==> src/rtl/logic_ops_defs.vh <==
// Shared 3-bit operation codes for the bitwise logic unit.
// Included into logic_unit_pipe_pkg so the core and the bench see one definition.
localparam logic [2:0] OP_AND  = 3'b000;
localparam logic [2:0] OP_NAND = 3'b001;
localparam logic [2:0] OP_OR   = 3'b010;
localparam logic [2:0] OP_NOR  = 3'b011;
localparam logic [2:0] OP_XOR  = 3'b100;
localparam logic [2:0] OP_XNOR = 3'b101;
localparam logic [2:0] OP_ANDN = 3'b110;
localparam logic [2:0] OP_NOTA = 3'b111;

==> src/rtl/logic_unit_pipe_pkg.sv <==
// Shared types and constants for the pipelined logic unit.
package logic_unit_pipe_pkg;

`include "logic_ops_defs.vh"

    // Result flags stored alongside each buffered result.
    typedef struct packed {
        logic zero;
        logic ones;
        logic parity;
    } flags_t;

    // Output buffer depth; occupancy is tracked in two bits (0..2).
    localparam int BUF_DEPTH = 2;

    // Flag value held in an entry after reset: an all-zero result.
    localparam flags_t FLAGS_RESET = '{zero: 1'b1, ones: 1'b0, parity: 1'b0};

    // Occupancy after one cycle of optional push and optional pop.
    function automatic logic [1:0] occ_after(input logic [1:0] occ,
                                             input logic       push,
                                             input logic       pop);
        return occ + {1'b0, push} - {1'b0, pop};
    endfunction

endpackage

==> src/rtl/logic_op_core.sv <==
// Combinational per-bit logic operation with result flags.
module logic_op_core
    import logic_unit_pipe_pkg::*;
#(
    parameter int WIDTH = 32
) (
    input  logic [2:0]       op,
    input  logic [WIDTH-1:0] a,
    input  logic [WIDTH-1:0] b,
    output logic [WIDTH-1:0] result,
    output logic             zero,
    output logic             ones,
    output logic             parity
);

    // Select the bitwise operation; B is unused for NOTA.
    always_comb begin
        result = '0;
        case (op)
            OP_AND:  result = a & b;
            OP_NAND: result = ~(a & b);
            OP_OR:   result = a | b;
            OP_NOR:  result = ~(a | b);
            OP_XOR:  result = a ^ b;
            OP_XNOR: result = ~(a ^ b);
            OP_ANDN: result = a & ~b;
            OP_NOTA: result = ~a;
            default: result = '0;
        endcase
    end

    // Reductions also cover WIDTH = 1 (zero = ~r, ones = r, parity = r).
    assign zero   = ~|result;
    assign ones   = &result;
    assign parity = ^result;

endmodule

==> src/rtl/logic_unit_pipe.sv <==
// Pipelined bitwise logic unit: computes on accept, buffers up to two
// results in FIFO order under valid/ready flow control, counts handshakes.
module logic_unit_pipe
    import logic_unit_pipe_pkg::*;
#(
    parameter int WIDTH = 32,
    parameter int CNT_W = 16
) (
    input  logic             clk,
    input  logic             rst,
    input  logic             in_valid,
    output logic             in_ready,
    input  logic [2:0]       in_op,
    input  logic [WIDTH-1:0] in_a,
    input  logic [WIDTH-1:0] in_b,
    output logic             out_valid,
    input  logic             out_ready,
    output logic [WIDTH-1:0] out_data,
    output logic             out_zero,
    output logic             out_ones,
    output logic             out_parity,
    output logic [CNT_W-1:0] done_cnt
);

    logic [WIDTH-1:0] core_result;
    logic             core_zero;
    logic             core_ones;
    logic             core_parity;

    logic [1:0]       occ_reg;
    logic [1:0]       occ_next;
    logic             head_reg;
    logic             in_ready_reg;
    logic [CNT_W-1:0] done_cnt_reg;

    logic             push;
    logic             pop;
    logic             wr_idx;

    logic [WIDTH-1:0] entry_data  [BUF_DEPTH];
    flags_t           entry_flags [BUF_DEPTH];

    logic_op_core #(
        .WIDTH (WIDTH)
    ) u_core (
        .op     (in_op),
        .a      (in_a),
        .b      (in_b),
        .result (core_result),
        .zero   (core_zero),
        .ones   (core_ones),
        .parity (core_parity)
    );

    // in_ready is a register, so accept never depends on out_ready this cycle.
    assign push = in_valid & in_ready_reg;
    assign pop  = (occ_reg != 2'd0) & out_ready;

    // With one entry held the free slot is the non-head one; with none the
    // head slot itself is written. Never pushed when full.
    assign wr_idx = head_reg ^ (occ_reg == 2'd1);

    // Next occupancy from the push/pop pair.
    always_comb begin
        occ_next = occ_after(occ_reg, push, pop);
    end

    // Buffer entries: each slot loads the core result when it is the write target.
    generate
        for (genvar gi = 0; gi < BUF_DEPTH; gi++) begin : gen_entry
            logic [WIDTH-1:0] data_reg;
            flags_t           flags_reg;

            // Slot storage; cleared on reset so out_data reads 0 afterwards.
            always_ff @(posedge clk) begin
                if (rst) begin
                    data_reg  <= '0;
                    flags_reg <= FLAGS_RESET;
                end else if (push && (wr_idx == 1'(gi))) begin
                    data_reg  <= core_result;
                    flags_reg <= '{zero: core_zero, ones: core_ones, parity: core_parity};
                end
            end

            assign entry_data[gi]  = data_reg;
            assign entry_flags[gi] = flags_reg;
        end
    endgenerate

    // Occupancy, head pointer and registered ready; ready is low in reset.
    always_ff @(posedge clk) begin
        if (rst) begin
            occ_reg      <= 2'd0;
            head_reg     <= 1'b0;
            in_ready_reg <= 1'b0;
        end else begin
            occ_reg      <= occ_next;
            head_reg     <= head_reg ^ pop;
            in_ready_reg <= (occ_next < 2'd2);
        end
    end

    // Completed-handshake counter; wraps naturally at 2^CNT_W.
    always_ff @(posedge clk) begin
        if (rst) begin
            done_cnt_reg <= '0;
        end else if (pop) begin
            done_cnt_reg <= done_cnt_reg + 1'b1;
        end
    end

    assign in_ready   = in_ready_reg;
    assign out_valid  = (occ_reg != 2'd0);
    assign out_data   = entry_data[head_reg];
    assign out_zero   = entry_flags[head_reg].zero;
    assign out_ones   = entry_flags[head_reg].ones;
    assign out_parity = entry_flags[head_reg].parity;
    assign done_cnt   = done_cnt_reg;

endmodule

==> config.mk <==
export PLATFORM = sky130hd
export DESIGN_NAME = logic_unit_pipe
export DESIGN_NICKNAME = d
export VERILOG_FILES = /design/src/rtl/logic_unit_pipe_pkg.sv /design/src/rtl/logic_op_core.sv /design/src/rtl/logic_unit_pipe.sv
export VERILOG_INCLUDE_DIRS = /design/src /design/src/rtl
export SDC_FILE = /design/constraint.sdc
export NUM_CORES = 1
export LEC_CHECK = 0
export CAP_MARGIN = 20
export CORE_MARGIN = 1
export CORE_UTILIZATION = 50
export CTS_CLUSTER_DIAMETER = 200
export DETAILED_ROUTE_END_ITERATION = 7
export GPL_ROUTABILITY_DRIVEN = 1
export GPL_TIMING_DRIVEN = 0
export PLACE_DENSITY_LB_ADDON = 0.08
export SETUP_SLACK_MARGIN = 0.4
export SLEW_MARGIN = 40
export SYNTH_ARGS = -nofsm -noshare
export SYNTH_HDL_FRONTEND = slang
export SYNTH_SLANG_ARGS = --single-unit
==> constraint.sdc <==
create_clock -name clk -period 4.4 [get_ports clk]
set_clock_uncertainty 0.2 [all_clocks]
set_input_delay 0.88 -clock clk [delete_from_list [all_inputs] [get_ports clk]]
set_output_delay 0.88 -clock clk [all_outputs]
set_load 0.02 [all_outputs]
==> Word level (Yosys, flattened, before mapping) <==
Index checks and enable logic that the tools add are counted.
{ "op_classes": {"div": 0, "add_sub_neg": 3, "shift": 0, "muxes": 7, "multipliers": 0, "n_eq_ne": 8, "magnitude_cmp": 2, "n_reduce_logical": 8, "n_bitwise": 15} }
{ "ops": {"columns": ["operator", "count"], "rows": [
  ["$pmux W32 S8", 1],
  ["$not A32 Y32", 5],
  ["$mux W32", 3],
  ["$and A32 B32 Y32", 2],
  ["$or A32 B32 Y32", 1],
  ["$reduce_and A32 Y1", 1],
  ["$reduce_or A32 Y1", 1],
  ["$reduce_xor A32 Y1", 1],
  ["$xor A32 B32 Y32", 1],
  ["$add A16 B1 Y16 const B", 1],
  ["$eq A3 B3 Y1 const B", 4],
  ["$mux W3", 3],
  ["$eq A3 B2 Y1 const B", 2],
  ["$eq A3 B1 Y1 const B", 1],
  ["$logic_not A3 Y1", 1],
  ["$add A2 B1 Y2", 1],
  ["$and A1 B1 Y1", 2],
  ["$eq A2 B1 Y1 const B", 1],
  ["$ge A2 B2 Y1 const B", 1],
  ["$logic_and A1 B1 Y1", 2],
  ["$lt A2 B2 Y1 const B", 1],
  ["$not A1 Y2", 1],
  ["$reduce_bool A2 Y1", 1],
  ["$sub A2 B1 Y2", 1],
  ["other kinds (3)", 4]
]} }
{ "totals": {"mem_bits_rw": 0, "rom_bits": 0, "latch_bits": 0, "output_inout_bits": 53, "reg_bits": 90, "n_memories": 0, "inputBits": 71, "elab_cells": 55} }

==> Longest topological paths before layout <==
{ "depth": {"depth_word": 5, "mapped_depth": 16, "ltp_nobuf": 14} }

==> Hierarchy <==
A second synthesis with hierarchy kept.
{ "hier_totals": {"cells_unflattened": 1059, "hier_area_um2": 8331.7} }
{ "modules_own_cells": {"columns": ["mod", "cells_per_inst", "seq_area_each_um2", "instances", "area_per_inst_um2"], "rows": [
  ["logic_op_core", 598, 0.0, 1, 4405.5],
  ["logic_unit_pipe", 461, 1801.7, 1, 3926.3]
]} }

==> Worst setup path before layout <==
OpenSTA, ideal clock, no wires.
{ "synth_timing": {"path_kind": "input port to flip-flop", "startpoint": "in in_op[0]", "endpoint": "reg gen_entry[1].flags_reg, in the netlist entry_flags[0]", "t_arrival_ns": 3.644, "cell_stages": 15, "t_required_ns": 4.113, "setup_time_ns": 0.087, "n_path_buf": 4, "slack_ns": 0.469, "path_cell_list": "buf_4 -> buf_4 -> clkbuf_1 -> buf_2 -> a221oi_1 -> nor2_1 -> a221oi_1 -> inv_1 -> ha_1 -> xor2_1 -> xnor2_1 -> xnor2_1 -> xnor2_1 -> xnor3_1 -> o31ai_1"} }
{ "synth_via": {"elab_chain_len": 3, "elab_cells_between_ends": 10, "classes_between": "eq/ne (7); mux (1); reduce/logical (2)"} }
{ "synth_rtl": {"columns": ["element", "line_no", "text"], "rows": [
  ["start, declared", "logic_unit_pipe.sv:13", "input logic [2:0] in_op,"],
  ["$eq A3 B3 Y1, or another cell as far along", "logic_op_core.sv:19", "case (op)"],
  ["$pmux W32 S8 (*)", "logic_op_core.sv:19", null],
  ["$reduce_xor A32 Y1 (*)", "logic_op_core.sv:35", "assign parity = ^result;"],
  ["end signal, assigned", "logic_unit_pipe.sv:81", "flags_reg <= '{zero: core_zero, ones: core_ones, parity: core_parity};"],
  ["end, declared", "logic_unit_pipe.sv:72", "flags_t flags_reg;"]
]} }
Mark *: on every way between the ends. The rest lies on a longest branch, timed or not.
A chain may end at the register's enable or synchronous reset.

==> Worst setup path after layout <==
{ "layout_timing": {"startpoint": "in in_op[2]", "endpoint": "reg gen_entry[1].flags_reg, in the netlist entry_flags[0]"} }
{ "layout_via": {"elab_chain_len": 3, "elab_cells_between_ends": 10, "classes_between": "eq/ne (7); mux (1); reduce/logical (2)"} }
{ "layout_rtl": {"columns": ["element", "line_no", "text"], "rows": [
  ["$eq A3 B3 Y1, or another cell as far along", "logic_op_core.sv:19", null],
  ["$pmux W32 S8 (*)", "logic_op_core.sv:19", null],
  ["named net core_result[27]", "logic_unit_pipe.sv:25", "logic [WIDTH-1:0] core_result;"],
  ["$reduce_xor A32 Y1 (*)", "logic_op_core.sv:35", null]
]} }
The timed path passes the listed nets; every way through them passes the cells marked *.

==> flow_summary_export.csv <==
group,metric,value,unit
global_routing,track_usage,0.2840,
timing,slew-limit-headroom,0.5050,
flow_run,maxCapViolations,0,
layout,diodes,0,
layout,syn_to_final_growth,32.87,%
timing,rsz0062_at_grt,"false",
worst_hold_path,worstHoldStart,"entry_flags[4]",
cts,numCtsBuffers,9,
global_routing,grt_first_pass_wirelength,36900,um
synthesis,synthTopCellsByArea,"dfxtp_1 23%, ha_1 20%, a211oi_1 5.8%",
global_routing,first_global_vias,7362,
global_routing,grt_overflow_total,0,
worst_setup_path,r2r_setup_slack,1510,ps
layout,largest_reg_flops,64,
synthesis,yosysWarningCount,0,
global_routing,antenna_found_initial,0,
worst_setup_path,crit_family,"XOR/XNOR gates",
timing,setup-violations-final,0,
detailed_routing,dr.pass1.iters,5,
placement,dp_slack,-807.2,ps
timing,worst_pin_slew,742.6,ps
worst_hold_path,hold_class,"reg -> reg",
synthesis,synth_cell_types,61,
synthesis,synthArstFlopShare,0,
timing,timing.final.ws_setup,531.2,ps
floorplan,core_area,15310,um2
worst_setup_path,slowest_stage,"ha_1",
power,max-vdd-ir-drop,0.0002384,V
timing,min_period_over_period,0.8793,
power,power_switching,1.439,mW
worst_hold_path,whs_path_depth,2,
synthesis,synth_area_per_cell,7.914,um2
cts,clockRootBuffer,"clkbuf_16",
detailed_routing,via_per_inst,5.560,
worst_setup_path,rr_startpoint,"head_reg",
worst_setup_path,start_kind,"input pin",
cts,clk_pin_slew,60,ps
cts,clock_sinks,90,
synthesis,synth_top_cell_by_area,"dfxtp_1",
worst_hold_path,min_to,"entry_flags[4]",
power,powerDensity,359.1,nW/um2
worst_setup_path,critPathMaxStageDelay,320,ps
cts,htree_levels,3,
floorplan,fp.dieArea,16340,um2
detailed_routing,route.detailed.drc,0,
placement,hpwl,16750,um
worst_setup_path,end_kind,"flip-flop",
synthesis,ys_seq_area_frac,0.2277,
layout,final_util,0.6866,
power,power_frac_seq,0.282,
timing,drv_slew,0,
worst_setup_path,critPathBufInv,5,
worst_setup_path,reg2reg_to,"gen_entry[0].data_reg[15]",
global_routing,grt_max_degree,15,
floorplan,std_cell_rows,45,
timing,hold_viol,0,
placement,routabilityCongestion,0.9122,
floorplan,io_pins,124,
worst_setup_path,worstSetupPathType,"in -> reg",
worst_setup_path,required,4450,ps
synthesis,synth-seq-cells,90,
detailed_routing,drtIter0Drc,521,
power,swShare,0.3812,
worst_setup_path,critPathMaxFanout,10,
cts,tritoncts,"built",
worst_setup_path,path_cells,"dlygate4sd2_1 -> buf_6 -> buf_12 -> clkinvlp_4 -> nor2_4 -> a222oi_1 -> o21ai_1 -> inv_1 -> ha_1 -> xnor2_2 -> xnor2_1 -> xnor2_1 -> xnor2_1 -> xnor3_1 -> o31ai_1",
detailed_routing,totalWireLength,22970,um
power,leakage,4.636,nW
power,clkPwrFrac,0.207,
cts,clock_latency,340,ps
synthesis,ys.flop_type,"dfxtp_1",
synthesis,synthDominantCellAreaShare,0.2277,
floorplan,initial_core_util,0.5167,
floorplan,die_y,127.8,um
status,status,"completed",
synthesis,synth_edf_count,0,
layout,drive_gt1_frac,0.1688,
worst_setup_path,arrival,3920,ps
worst_setup_path,cpMostUsedCell,"xnor2_1",
worst_setup_path,rr_worst_depth,7,
timing,max_freq,258.5,MHz
detailed_routing,wl_per_cell,16.53,um
placement,numPortBuffers,121,
layout,layout_commonest_cell,"ha_1",
timing,period_minus_slack,3869,ps
detailed_routing,drtAntennaViolNets,0,
power,combPwrFrac,0.511,
layout,final_cell_mix,"123 x ha_1, 116 x nor2_1, 104 x clkdlybuf4s50_1",
floorplan,die_w,127.8,um
power,p_int,2.337,mW
synthesis,syn_area,7914,um2
synthesis,synthCells,1000,
cts,clk_path_buf_depth,2,
layout,final_nets,1369,
detailed_routing,vias,7729,
synthesis,synthesis.nets,1195,
cts,ctsHoldBuffers,0,
-- power groups by stage --
stage | Sequential, mW | Combinational (mW) | Clock, mW
after floorplan | 1.07 | 1.17 | 0
after global placement | 1.07 | 1.74 | 0
after detailed placement | 1.08 | 1.76 | 0
after CTS | 1.06 | 1.86 | 0.786
after global routing | 1.08 | 2.10 | 0.819
final | 1.06 | 1.93 | 0.783
-- logic make-up (layout without fill, tap and decap cells) --
logic type                 after synthesis  after routing  share of synthesized area
DFF                                     90             90                     0.2277
buffers and inverters                  167            346                    0.08569
and+or+nand+nor                        301            301                     0.1850
muxes                                   50             50                    0.06941
xor gates and xnor gates                42             42                    0.04822
adders and majority gates              124            124                     0.1960
AOI/OAI and AO/OA                      226            226                     0.1880
-- cell usage after synthesis, types with 19 or more instances --
cell / instances
nand2b_1: 19
xnor2_1: 26
a211oi_1: 61
a21oi_1: 66
ha_1: 124
nor2_1: 120
nand2_1: 49
inv_1: 102
o21ai_0: 31
dfxtp_1: 90
nor2b_1: 42
mux2_2: 39
clkbuf_1: 38
-- timing repair --
| action | in CTS | in global routing |
|---|---|---|
| buffers inserted | 26 | 15 |
| gates resized for setup | 86 | 62 |
| endpoints found under the setup margin | 6 | 2 |
| pin swaps | 25 | 27 |
-- worst min-delay path: cells and delay by family, from the launching register on --
family	cells	cell delay, ps
and+or+nand+nor	1	50
AOI/OAI and AO/OA	1	50
DFF	1	310
-- stage by stage --
stage	TNS [ps]	total power [mW]	hold slack (ps)	instances	area, um2
global placement	-3481	2.811	239.5	1332	9389
CTS	0	3.712	253.1	1375	10200
global route	0	4.000	269.3	1390	10520
finish	0	3.776	252.3	1390	10520
detailed placement	-3445	2.841	243.3	1333	9407
floorplan	0	2.241	228.5	1000	7914
-- layout make-up --
class / instances / area [um2]
fillers: 1328 / 4800
clock inverters: 5 / 52.55
well taps: 211 / 264.0
repair buffers: 163 / 1559
plain buffers: 64 / 419.2
inverters: 103 / 394.1
clock buffers: 11 / 252.7
flip-flops and latches: 90 / 1802
multi-input cells: 743 / 5772
-- worst max-delay path by stage --
stage	startpoint	to	slack [ps]	cells past startpoint
after floorplan	in_op[0]	entry_flags[0]	470	15
after global placement	in_op[2]	entry_flags[3]	-790	15
after detailed placement	in_op[2]	entry_flags[0]	-810	15
after CTS	in_a[4]	entry_flags[0]	400	13
after global routing	in_b[8]	entry_flags[0]	390	14
final	in_op[2]	entry_flags[0]	530	15
-- metal layers --
metal | vias up | global-route usage | share of wire
li1 | 3797 | - | -
met1 | 3636 | 0.3709 | 0.45
met2 | 261 | 0.4786 | 0.47
met3 | 35 | 0.03422 | 0.057
met4 | 0 | 0.1066 | 0.023
met5 | - | 0 | 0
(Power assumes the default switching activity.)
